===== config.mk =====
export PLATFORM = sky130hd
export DESIGN_NAME = load_store_unit
export DESIGN_NICKNAME = d
export VERILOG_FILES = /design/src/rtl/load_store_unit.sv
export SDC_FILE = /design/constraint.sdc
export NUM_CORES = 1
export LEC_CHECK = 0
export ABC_CLOCK_PERIOD_IN_PS = 1970
export BUFFER_PORTS_ARGS = -buffer_cell sky130_fd_sc_hd__buf_2
export CORE_MARGIN = 5
export CORE_UTILIZATION = 50
export CTS_BUF_LIST = sky130_fd_sc_hd__clkbuf_16
export DETAILED_ROUTE_END_ITERATION = 16
export GPL_TIMING_DRIVEN = 0
export PLACE_DENSITY = 0.79
export REMOVE_ABC_BUFFERS = 1
export SETUP_SLACK_MARGIN = 0.15
export SYNTH_ARGS = -nofsm -noshare
export SYNTH_HDL_FRONTEND = slang
export SYNTH_SLANG_ARGS = --single-unit

===== constraint.sdc =====
create_clock -name clk -period 1.97 [get_ports clk]
set_clock_uncertainty 0.1 [all_clocks]
set_input_delay 0.2955 -clock clk [delete_from_list [all_inputs] [get_ports clk]]
set_output_delay 0.2955 -clock clk [all_outputs]
set_load 0.005 [all_outputs]

===== src/rtl/load_store_unit.sv =====
// load_store_unit: byte/half/word load-store stage in front of DataMemory, with read-modify-write for sub-word stores
module load_store_unit #(
   parameter int ADDR_W = 32
) (
   input  logic              clk,
   input  logic              rst_n,
   input  logic              req_valid,
   output logic              req_ready,
   input  logic              req_we,
   input  logic [1:0]        req_size,
   input  logic              req_signed,
   input  logic [ADDR_W-1:0] req_addr,
   input  logic [31:0]       req_wdata,
   output logic              resp_valid,
   input  logic              resp_ready,
   output logic [31:0]       resp_rdata,
   output logic              resp_err,
   output logic [ADDR_W-1:0] mem_address,
   output logic              mem_read,
   output logic              mem_write,
   output logic [31:0]       mem_write_data,
   input  logic [31:0]       mem_read_data
);
   localparam logic [2:0] IDLE = 3'd0, RD = 3'd1, WAIT = 3'd2, WR = 3'd3, RESP = 3'd4;
   logic [2:0]  state;
   logic [1:0]  lane, size;
   logic        sgn, we, err;
   logic [31:0] wdata, mask, ext, merged;
   logic [15:0] lane_data;
   logic [4:0]  sh;
   assign req_ready  = state == IDLE;
   assign resp_valid = state == RESP;
   assign mem_read   = state == RD;
   assign mem_write  = state == WR;
   // request error check, lane extraction with extension, and sub-word merge
   always_comb begin
      err       = (req_size == 2'b11) || (req_size == 2'b01 && req_addr[0]) || (req_size == 2'b10 && req_addr[1:0] != 2'b00);
      sh        = {lane, 3'b000};
      mask      = size == 2'b00 ? 32'h0000_00FF << sh : 32'h0000_FFFF << sh;
      lane_data = 16'(mem_read_data >> sh);
      ext       = size == 2'b10 ? mem_read_data :
                  size == 2'b00 ? {{24{sgn & lane_data[7]}}, lane_data[7:0]} :
                                  {{16{sgn & lane_data[15]}}, lane_data};
      merged    = (mem_read_data & ~mask) | ((wdata << sh) & mask);
   end
   // sequencing FSM; strobes and handshakes decode directly from state so reset kills them at once
   always_ff @(posedge clk or negedge rst_n) begin
      if (!rst_n) begin
         state          <= IDLE;
         mem_address    <= '0;
         mem_write_data <= '0;
         resp_rdata     <= '0;
         resp_err       <= 1'b0;
         lane           <= '0;
         size           <= '0;
         sgn            <= 1'b0;
         we             <= 1'b0;
         wdata          <= '0;
      end else begin
         case (state)
            IDLE: if (req_valid) begin
               mem_address    <= {req_addr[ADDR_W-1:2], 2'b00};
               lane           <= req_addr[1:0];
               size           <= req_size;
               sgn            <= req_signed;
               we             <= req_we;
               wdata          <= req_wdata;
               mem_write_data <= req_wdata;
               resp_rdata     <= '0;
               resp_err       <= err;
               state          <= err ? RESP : (req_we && req_size == 2'b10) ? WR : RD;
            end
            RD:   state <= WAIT;
            WAIT: begin
               if (we) begin
                  mem_write_data <= merged;
                  state          <= WR;
               end else begin
                  resp_rdata <= ext;
                  state      <= RESP;
               end
            end
            WR:   state <= RESP;
            RESP: if (resp_ready) state <= IDLE;
            default: state <= IDLE;
         endcase
      end
   end
endmodule

# [Yosys cells after proc, flatten, opt, wreduce, memory -nomap -nowiden]
# Index checks and enable logic that the tools add are counted.
# Widths: inputs -> output; s select.
[totals] ff_bits=136 latch_bits=0 ramBits=0 mem_bits_ro=0 in_bits=104 out_inout_bits=101 elab_cells=60 n_memories=0
[op_classes] n_addsub=0 n_mul=0 div_mod_pow=0 n_lt_le_gt_ge=0 n_eq_ne=12 n_shift=4 mux=15 n_bitwise=6 reduce_logical=13
[ops] op="$mux 32" n=7
[ops] op="$pmux 32 s2" n=2
[ops] op="$and 32x32->32" n=2
[ops] op="$not 32->32" n=1
[ops] op="$or 32x32->32" n=1
[ops] op="$shl 16x5->32 const A" n=1
[ops] op="$shl 32x5->32" n=1
[ops] op="$shl 8x5->32 const A" n=1
[ops] op="$shr 32x5->16" n=1
[ops] op="$pmux 3 s5" n=1
[ops] op="$mux 3" n=4
[ops] op="$eq 2x2->1 const B" n=3
[ops] op="$eq 3x2->1 const B" n=2
[ops] op="$ne 2x2->1 const B" n=3
[ops] op="$reduce_and 3->1" n=2
[ops] op="$reduce_and 2->1" n=2
[ops] op="$reduce_bool 2->1" n=2
[ops] op="$eq 3x1->1 const B" n=1
[ops] op="$eq 3x3->1 const B" n=1
[ops] op="$logic_and 1x1->1" n=3
[ops] op="$logic_not 3->1" n=1
[ops] op="$and 1x1->1" n=2
[ops] op="$eq 2x1->1 const B" n=1
[ops] op="$logic_not 2->1" n=1
[ops] op="3 further kinds" n=4

# [Logic depth before layout (Yosys ltp)]
# Gate-level depths: netlist of run 1.
[depth] depth_word=7 ltp_mapped=7 depth_no_buf=4

# [Least setup slack after synthesis of run 1]
# Ideal clock, no wire load.
[synth_timing] path_type="reg2reg" start="register state[0]" end="register mem_write_data[21]" setup_ns=0.127 arrival_ns=1.422 t_required_ns=1.743 setup_slack_ns=0.321 path_stages_with_launch=7 n_path_buf=3 period_less_slack_ns=1.649 path_cell_list="dfrtp_1 or3b_1 buf_2 buf_6 clkbuf_1 a21oi_1 a21oi_1"
[synth_via] elab_chain_len=3 elab_cells_between_ends=7 cone_classes="eq/ne (3); mux (1); reduce/logical (3)"
[synth_rtl] item="start: declaration" line_no="25" text="logic [2:0] state;"
[synth_rtl] item="start signal: assignment" line_no="71" text="state <= err ? RESP : (req_we && req_size == 2'b10) ? WR : RD;"
[synth_rtl] item="$eq 3x2->1 / $logic_not 3->1 (equally long branches)" line_no="60" text="case (state)"
[synth_rtl] item="$ne 2x2->1 (no source line) / $reduce_bool 2->1 (equally long branches)"
[synth_rtl] item="$reduce_and 3->1 (no source line)"
[synth_rtl] item="end signal: assignment" line_no="68" text="mem_write_data <= req_wdata;"
[synth_rtl] item="end signal: assignment" line_no="76" text="mem_write_data <= merged;"
[synth_rtl] item="end: declaration" line_no="21" text="output logic [31:0] mem_write_data,"
# Parallel ways exist; a longest one is shown, timed or not.
# A chain may end at the register's enable or synchronous reset.

# [Final worst setup path of run 1]
[layout_timing] start="register lane[0]" end="register resp_rdata[28]"
[layout_via] elab_chain_len=6 elab_cells_between_ends=7 cone_classes="shift (1); mux (4); bitwise (2)"
[layout_rtl] item="start: declaration" line_no="26" text="logic [1:0] lane, size;"
[layout_rtl] item="start signal: assignment" line_no="63" text="lane <= req_addr[1:0];"
[layout_rtl] item="$shr 32x5->16 (*)" line_no="40" text="lane_data = 16'(mem_read_data >> sh);"
[layout_rtl] item="$and 1x1->1 (on tied branches)" line_no="43, 42"
[layout_rtl] item="$mux 32 (*)" line_no="42" text="size == 2'b00 ? {{24{sgn & lane_data[7]}}, lane_data[7:0]} :"
[layout_rtl] item="$mux 32 (*)" line_no="41" text="ext = size == 2'b10 ? mem_read_data :"
[layout_rtl] item="$mux 32 (*)" line_no="75" text="if (we) begin"
[layout_rtl] item="$pmux 32 s2 (*)" line_no="60"
[layout_rtl] item="end signal: assignment" line_no="79" text="resp_rdata <= ext;"
[layout_rtl] item="end: declaration" line_no="16" text="output logic [31:0] resp_rdata,"
# Mark *: on every way between the ends. The rest lies on a longest branch, timed or not. The select of a mux whose other input is x is not followed.

==> impl_metrics.py, run 1 <==
metrics = {
    "outcome": {
        "status": "finished, final reports clean",
    },
    "detailed_routing": {
        "drt_iter0_markers": 861,
        "avgViaCountPerCell": 5.89,
        "ant_nets": 0,
        "drt_first_pass_iters": 6,
        "routed_wl_mm": 22.6,
        "routed-via-count": 6546,
        "wl_per_cell_um": 20.3,
        "drc_errors": 0,
    },
    "sta": {
        "slew_viol_final": 0,
        "setup_violations": 0,
        "hold_viol_final": 0,
        "rsz0062_at_grt": "true",
        "whs_ns": 0.0165,
        "min_period_ns": 1.93,
        "slew_headroom_pct": 57.6,
        "min_period_over_period_pct": 98.0,
        "max_clock_freq_ghz": 0.518,
        "tightest_slew_ns": 0.634,
        "fin_ws_ns": 0.0392,
    },
    "min_path": {
        "hp-class": "input port to flip-flop",
    },
    "clock_network": {
        "clk_latency_ns": 0.42,
        "clk_path_buf_depth": 2,
        "cts-root-buf": "clkbuf_16",
        "cts_tree": "yes",
        "path_clk_slew_ns": 0.06,
        "clock_sinks": 120,
        "cts_htree_levels": 4,
        "numCtsBuffers": 17,
    },
    "synth": {
        "ys_types": 49,
        "netlist.area_leader.share_pct": 51.0,
        "synth-seq-cells": 120,
        "yosysWarnings": 0,
        "yosysTopAreaCell": "dfrtp_1",
        "syn_area_per_cell_um2": 8.58,
        "ys_seq_area_share_pct": 51.0,
        "syn-instance-count": 686,
        "ys.flop_type": "dfrtp_1",
        "synth_area_um2": 5880,
        "synth_edf_count": 0,
        "async_flop_share_pct": 100,
        "synthTopCellsByArea": "dfrtp_1 51%, nand2_1 14%, o21ai_0 4.8%",
    },
    "worst_setup_path": {
        "crit_chain": "buf_4 > mux2i_1 > o221ai_4 > nand3_4 > o21ai_0",
        "critical_path.top_delay_family": "compound AO/OA/AOI/OAI gates",
        "cpPeakStageDelay_ns": 0.57,
        "required_ns": 2.18,
        "crit_path_end_kind": "flip-flop",
        "path_max_fanout": 9,
        "arrival_ns": 2.14,
        "slowest_stage": "dfrtp_4",
        "crit_buf_inv": 1,
        "crit_type": "flip-flop to flip-flop",
        "worst_setup_path_start_kind": "flip-flop",
    },
    "power_and_ir_drop": {
        "p_leak_nw": 4.38,
        "vdd_drop_max_uv": 1470,
        "power_density_nw_per_um2": 1700,
    },
    "die": {
        "ios": 205,
        "die_h_um": 118,
        "die_x_um": 118,
        "initial_core_util_pct": 51.3,
        "core_area_um2": 11500,
        "die_area_um2": 14000,
        "row_count": 39,
    },
    "placed_design": {
        "dp_hpwl_mm": 12.9,
        "place_ws_ns": -0.775,
        "io_buffers": 202,
        "placed_cell_area_um2": 6960,
        "gp_congestion": 0.865,
    },
    "global_route": {
        "grt_pass1_vias": 6207,
        "grt_pass1_wl_mm": 32.6,
        "overflow": 0,
        "grt_usage_pct": 29.1,
        "antenna_found_initial": 0,
        "grt_max_degree": 75,
    },
    "run": {
        "maxCapViolations": 0,
    },
    "cells_and_area": {
        "drive_above_1_share_pct": 34.9,
        "final_nets": 1059,
        "stdcell_area_um2": 8720,
        "multi_input_area_um2": 2940,
        "syn_to_final_growth_pct": 48.3,
        "n_fill_cell": 797,
        "regArea_um2": 3020,
    },
}
cells in the mapped netlist (9+ instances only):
master,count
o21ai_0,57
o221ai_1,9
clkbuf_1,25
a21oi_1,20
a31oi_1,16
nand2b_1,14
nand2_1,219
dfrtp_1,120
buf_2,20
mux2i_1,18
nor2_1,43
o21ai_1,21
layer usage:
| metal | routed length, um | GRT usage [%] | vias up | part of all wire, % |
|---|---|---|---|---|
| met1 | 8550 | 36.9 | 3069 | 38 |
| met4 | 1200 | 12.6 | 0 | 5.3 |
| li1 | - | - | 2914 | - |
| met2 | 10400 | 46.4 | 444 | 46 |
| met3 | 2370 | 8.88 | 119 | 10 |
| met5 | 0 | 0 | - | 0 |
worst register-to-register path, cell delays in order (launching register included):
cell      delay (ns)
dfrtp_4         0.57
buf_4           0.19
mux2i_1         0.18
o221ai_4        0.30
nand3_4         0.20
o21ai_0         0.29
final timing paths:
path | start | to | slack (ns) | cells after the start
worst min-delay path | req_wdata[29] | mem_write_data[29] | 0.02 | 3
worst max-delay path | lane[0] | resp_rdata[28] | 0.04 | 5
max in group asynchronous | rst_n | lane[0] | 0.76 | 3
min in group asynchronous | rst_n | mem_write_data[3] | 0.28 | 2
worst min register to register | mem_address[2] | mem_address[2] | 0.36 | 2
worst max register to register | lane[0] | resp_rdata[28] | 0.04 | 5
cell usage in the layout (no fill, tap or decap), drive strengths merged, types with 2 or more instances in the layout:
cell	count
buf	251
nand2	220
dfrtp	120
o21ai	78
nor2	45
dlygate4sd3	44
a21oi	20
mux2i	18
clkbuf	18
a31oi	16
nand2b	14
inv	10
o221ai	9
clkinv	9
a311oi	8
a21o	8
a22oi	8
o22ai	7
nor4	7
o211ai	6
a32o	5
nor2b	5
nor3	5
o32a	4
a211oi	4
a211o	3
nand3	3
or2	3
or3b	2
conb	2
bufinv	2
nor3b	2
a21boi	2
cell type report:
type                            count  area share (%)
Tap cell                          143            2.05
Clock buffer                       17            4.88
Inverter                            8           0.344
Clock inverter                     14            1.35
Timing Repair Buffer              296            23.0
Sequential cell                   120            34.6
Multi-Input combinational cell    512            33.7
Antenna cell                        1          0.0287
where the power goes:
| group | total [mW] | internal (mW) | switching (mW) | leakage, nW |
|---|---|---|---|---|
| clock network | 2.92 | 1.81 | 1.11 | 0.279 |
| registers | 4.63 | 3.69 | 0.941 | 1.50 |
| logic | 7.24 | 3.09 | 4.16 | 2.60 |
| total | 14.8 | 8.59 | 6.21 | 4.38 |
stage by stage:
stage	TNS (ns)	util [%]	total power, mW	cells
global route	0	76.1	15.6	1110
floorplan	-105.14	-	7.54	635
detailed placement	-42.71	60.7	10.0	987
global placement	-372.78	59.5	9.65	980
finish	0	76.1	14.8	1111
CTS	0	72.1	13.7	1082
sequential cells by signal, summed over array words and instances (netlist names):
name / count
mem_write_data: 32
resp_rdata: 32
mem_address: 30
wdata: 16
state: 3
lane: 2
size: 2
resp_err: 1
sgn: 1
we: 1
cell families (layout without fill, tap and decap cells):
group                  after synthesis  in the layout  share of synthesized area, %
other                                1              3                        0.0637
DFF                                120            120                          51.0
and+or+nand+nor                    306            309                          21.8
AOI/OAI and AO/OA                  181            183                          19.3
muxes                               18             18                          3.06
buffers and inverters               60            335                          4.79
repair_timing:
action	CTS	global route
setup buffers	17	25
pin swaps	5	19
hold buffers	44	0
setup endpoints to repair	116	87
endpoints found under the hold margin	89	0
gates resized for setup	35	47
cloned	3	3
(Power assumes the default switching activity.)
==> run 2: changes to the inputs <==
PLACE_DENSITY = 0.8   (was 0.79)
==> run 2 against run 1 <==
Compared with the run above: hold slack got worse by 0.0086 ns; sequential share of layout area is 0.13 points lower; via count rose by 2.9%; sequential power up 1%; combinational power increased by 1%; clock power up 9.2%; first-iteration DRC count is 11% higher; global-route usage is 0.39 points higher; cell count fell by 0.99%; largest power group unchanged.
==> impl_metrics.py, run 2 (synthesis results as in run 1) <==
metrics = {
    "detailed_routing": {
        "ant_nets": 0,
        "drc_errors": 0,
        "wl_per_cell_um": 20.8,
        "routed-via-count": 6739,
        "drt_iter0_markers": 952,
        "drt_first_pass_iters": 6,
        "avgViaCountPerCell": 6.13,
        "routed_wl_mm": 22.9,
    },
    "global_route": {
        "grt_usage_pct": 29.5,
        "grt_pass1_vias": 6351,
        "antenna_found_initial": 0,
        "overflow": 0,
        "grt_max_degree": 74,
        "grt_pass1_wl_mm": 33.4,
    },
    "sta": {
        "fin_ws_ns": 0.0163,
        "slew_headroom_pct": 56.7,
        "min_period_ns": 1.95,
        "setup_tns_ns": 0,
        "slew_viol_final": 0,
        "hold_viol_final": 0,
        "setup_violations": 0,
        "rsz0062_at_grt": "true",
        "tightest_slew_ns": 0.647,
        "min_period_over_period_pct": 99.2,
        "max_clock_freq_ghz": 0.512,
        "whs_ns": 0.00794,
    },
    "clock_network": {
        "clock_sinks": 120,
        "clk_path_buf_depth": 2,
        "cts_tree": "yes",
        "cts_htree_levels": 4,
        "clk_latency_ns": 0.41,
        "path_clk_slew_ns": 0.06,
        "numCtsBuffers": 17,
        "cts-root-buf": "clkbuf_16",
    },
    "die": {
        "row_count": 39,
        "initial_core_util_pct": 51.3,
        "die_area_um2": 14000,
        "ios": 205,
        "die_x_um": 118,
        "die_h_um": 118,
        "core_area_um2": 11500,
    },
    "cells_and_area": {
        "final_nets": 1047,
        "final_common_cell": "nand2_1",
        "stdcell_area_um2": 8750,
        "syn_to_final_growth_pct": 48.7,
        "layout_common_cells": "216 x nand2_1, 201 x buf_2, 113 x dfrtp_1",
        "drive_above_1_share_pct": 36.1,
        "final_cells": 1100,
        "top_regs": "mem_write_data: 32 flops, resp_rdata: 32 flops, mem_address: 30 flops",
        "fin_util_pct": 76.3,
    },
    "placed_design": {
        "gp_congestion": 0.894,
        "place_ws_ns": -0.758,
        "dp_hpwl_mm": 12.6,
        "placed_cell_area_um2": 6980,
        "placed_cells": 988,
        "io_buffers": 202,
    },
    "power_and_ir_drop": {
        "power.total_mw": 15.2,
        "vdd_drop_max_uv": 990,
        "p_leak_nw": 4.33,
        "power_density_nw_per_um2": 1740,
    },
    "worst_setup_path": {
        "worst_setup_path_start_kind": "flip-flop",
        "slowest_stage": "dfrtp_4",
        "crit_path_end_kind": "flip-flop",
        "required_ns": 2.20,
        "crit_type": "flip-flop to flip-flop",
        "cpPeakStageDelay_ns": 0.61,
        "path_max_fanout": 20,
        "crit_chain": "nand2b_1 > o221ai_4 > nand3_2 > o21ai_1",
        "arrival_ns": 2.19,
    },
    "min_path": {
        "hp-class": "input port to flip-flop",
    },
    "outcome": {
        "status": "finished, final reports clean",
    },
    "run": {
        "maxCapViolations": 0,
    },
}
[run 2: changes by cell type in the layout (fill, tap and decap cells not counted), sizes merged]
cell,delta
nand2,-1
or3b,+1
clkinvlp,+2
buf,-6
clkinv,-2
bufinv,+1
dlygate4sd3,-6
[run 2: path summary, 6_finish.rpt]
kind | start | to | slack (ns) | cells past startpoint
max | lane[1] | resp_rdata[24] | 0.02 | 4
min | req_wdata[2] | wdata[2] | 0.008 | 3
max reg2reg | lane[1] | resp_rdata[24] | 0.02 | 4
min reg2reg | mem_address[26] | mem_address[26] | 0.37 | 2
max in group asynchronous | rst_n | wdata[5] | 0.76 | 3
min in group asynchronous | rst_n | mem_write_data[19] | 0.29 | 2
[run 2: layout make-up]
type,count,area (um^2)
Clock buffer,17,425
Multi-Input combinational cell,512,3010
Fill cell,781,2720
Antenna cell,1,2.50
Sequential cell,120,3020
Inverter,8,30.0
Timing Repair Buffer,284,1910
Tap cell,143,179
Clock inverter,15,178
[run 2: worst max-delay path, delay by kind of cell, from the launching register on]
kind               cells  cell delay (ns)
and+or+nand+nor        2             0.58
DFF                    1             0.61
AOI/OAI and AO/OA      2             0.57
[run 2: metal layers]
layer / part of all wire [%] / wire [um] / vias up / GRT usage (%)
li1: - / - / 2883 / -
met1: 36 / 8280 / 3183 / 38.4
met2: 46 / 10600 / 546 / 46.9
met3: 12 / 2780 / 127 / 8.55
met4: 5.2 / 1180 / 0 / 11.6
met5: 0 / 0 / - / 0
[run 2: what timing repair did]
action,4_1_cts,5_1_grt
gates cloned,4,2
gates resized for setup,42,60
pin swaps,5,34
setup buffers,20,15
endpoints found under the hold margin,84,0
hold buffers,38,0
setup endpoints to repair,110,88
[run 2: power by group]
group / leakage [nW] / total [mW] / internal, mW / switching, mW
combinational: 2.54 / 7.34 / 3.04 / 4.30
clock: 0.285 / 3.19 / 1.99 / 1.20
sequential: 1.50 / 4.68 / 3.68 / 0.995
total: 4.33 / 15.2 / 8.71 / 6.50
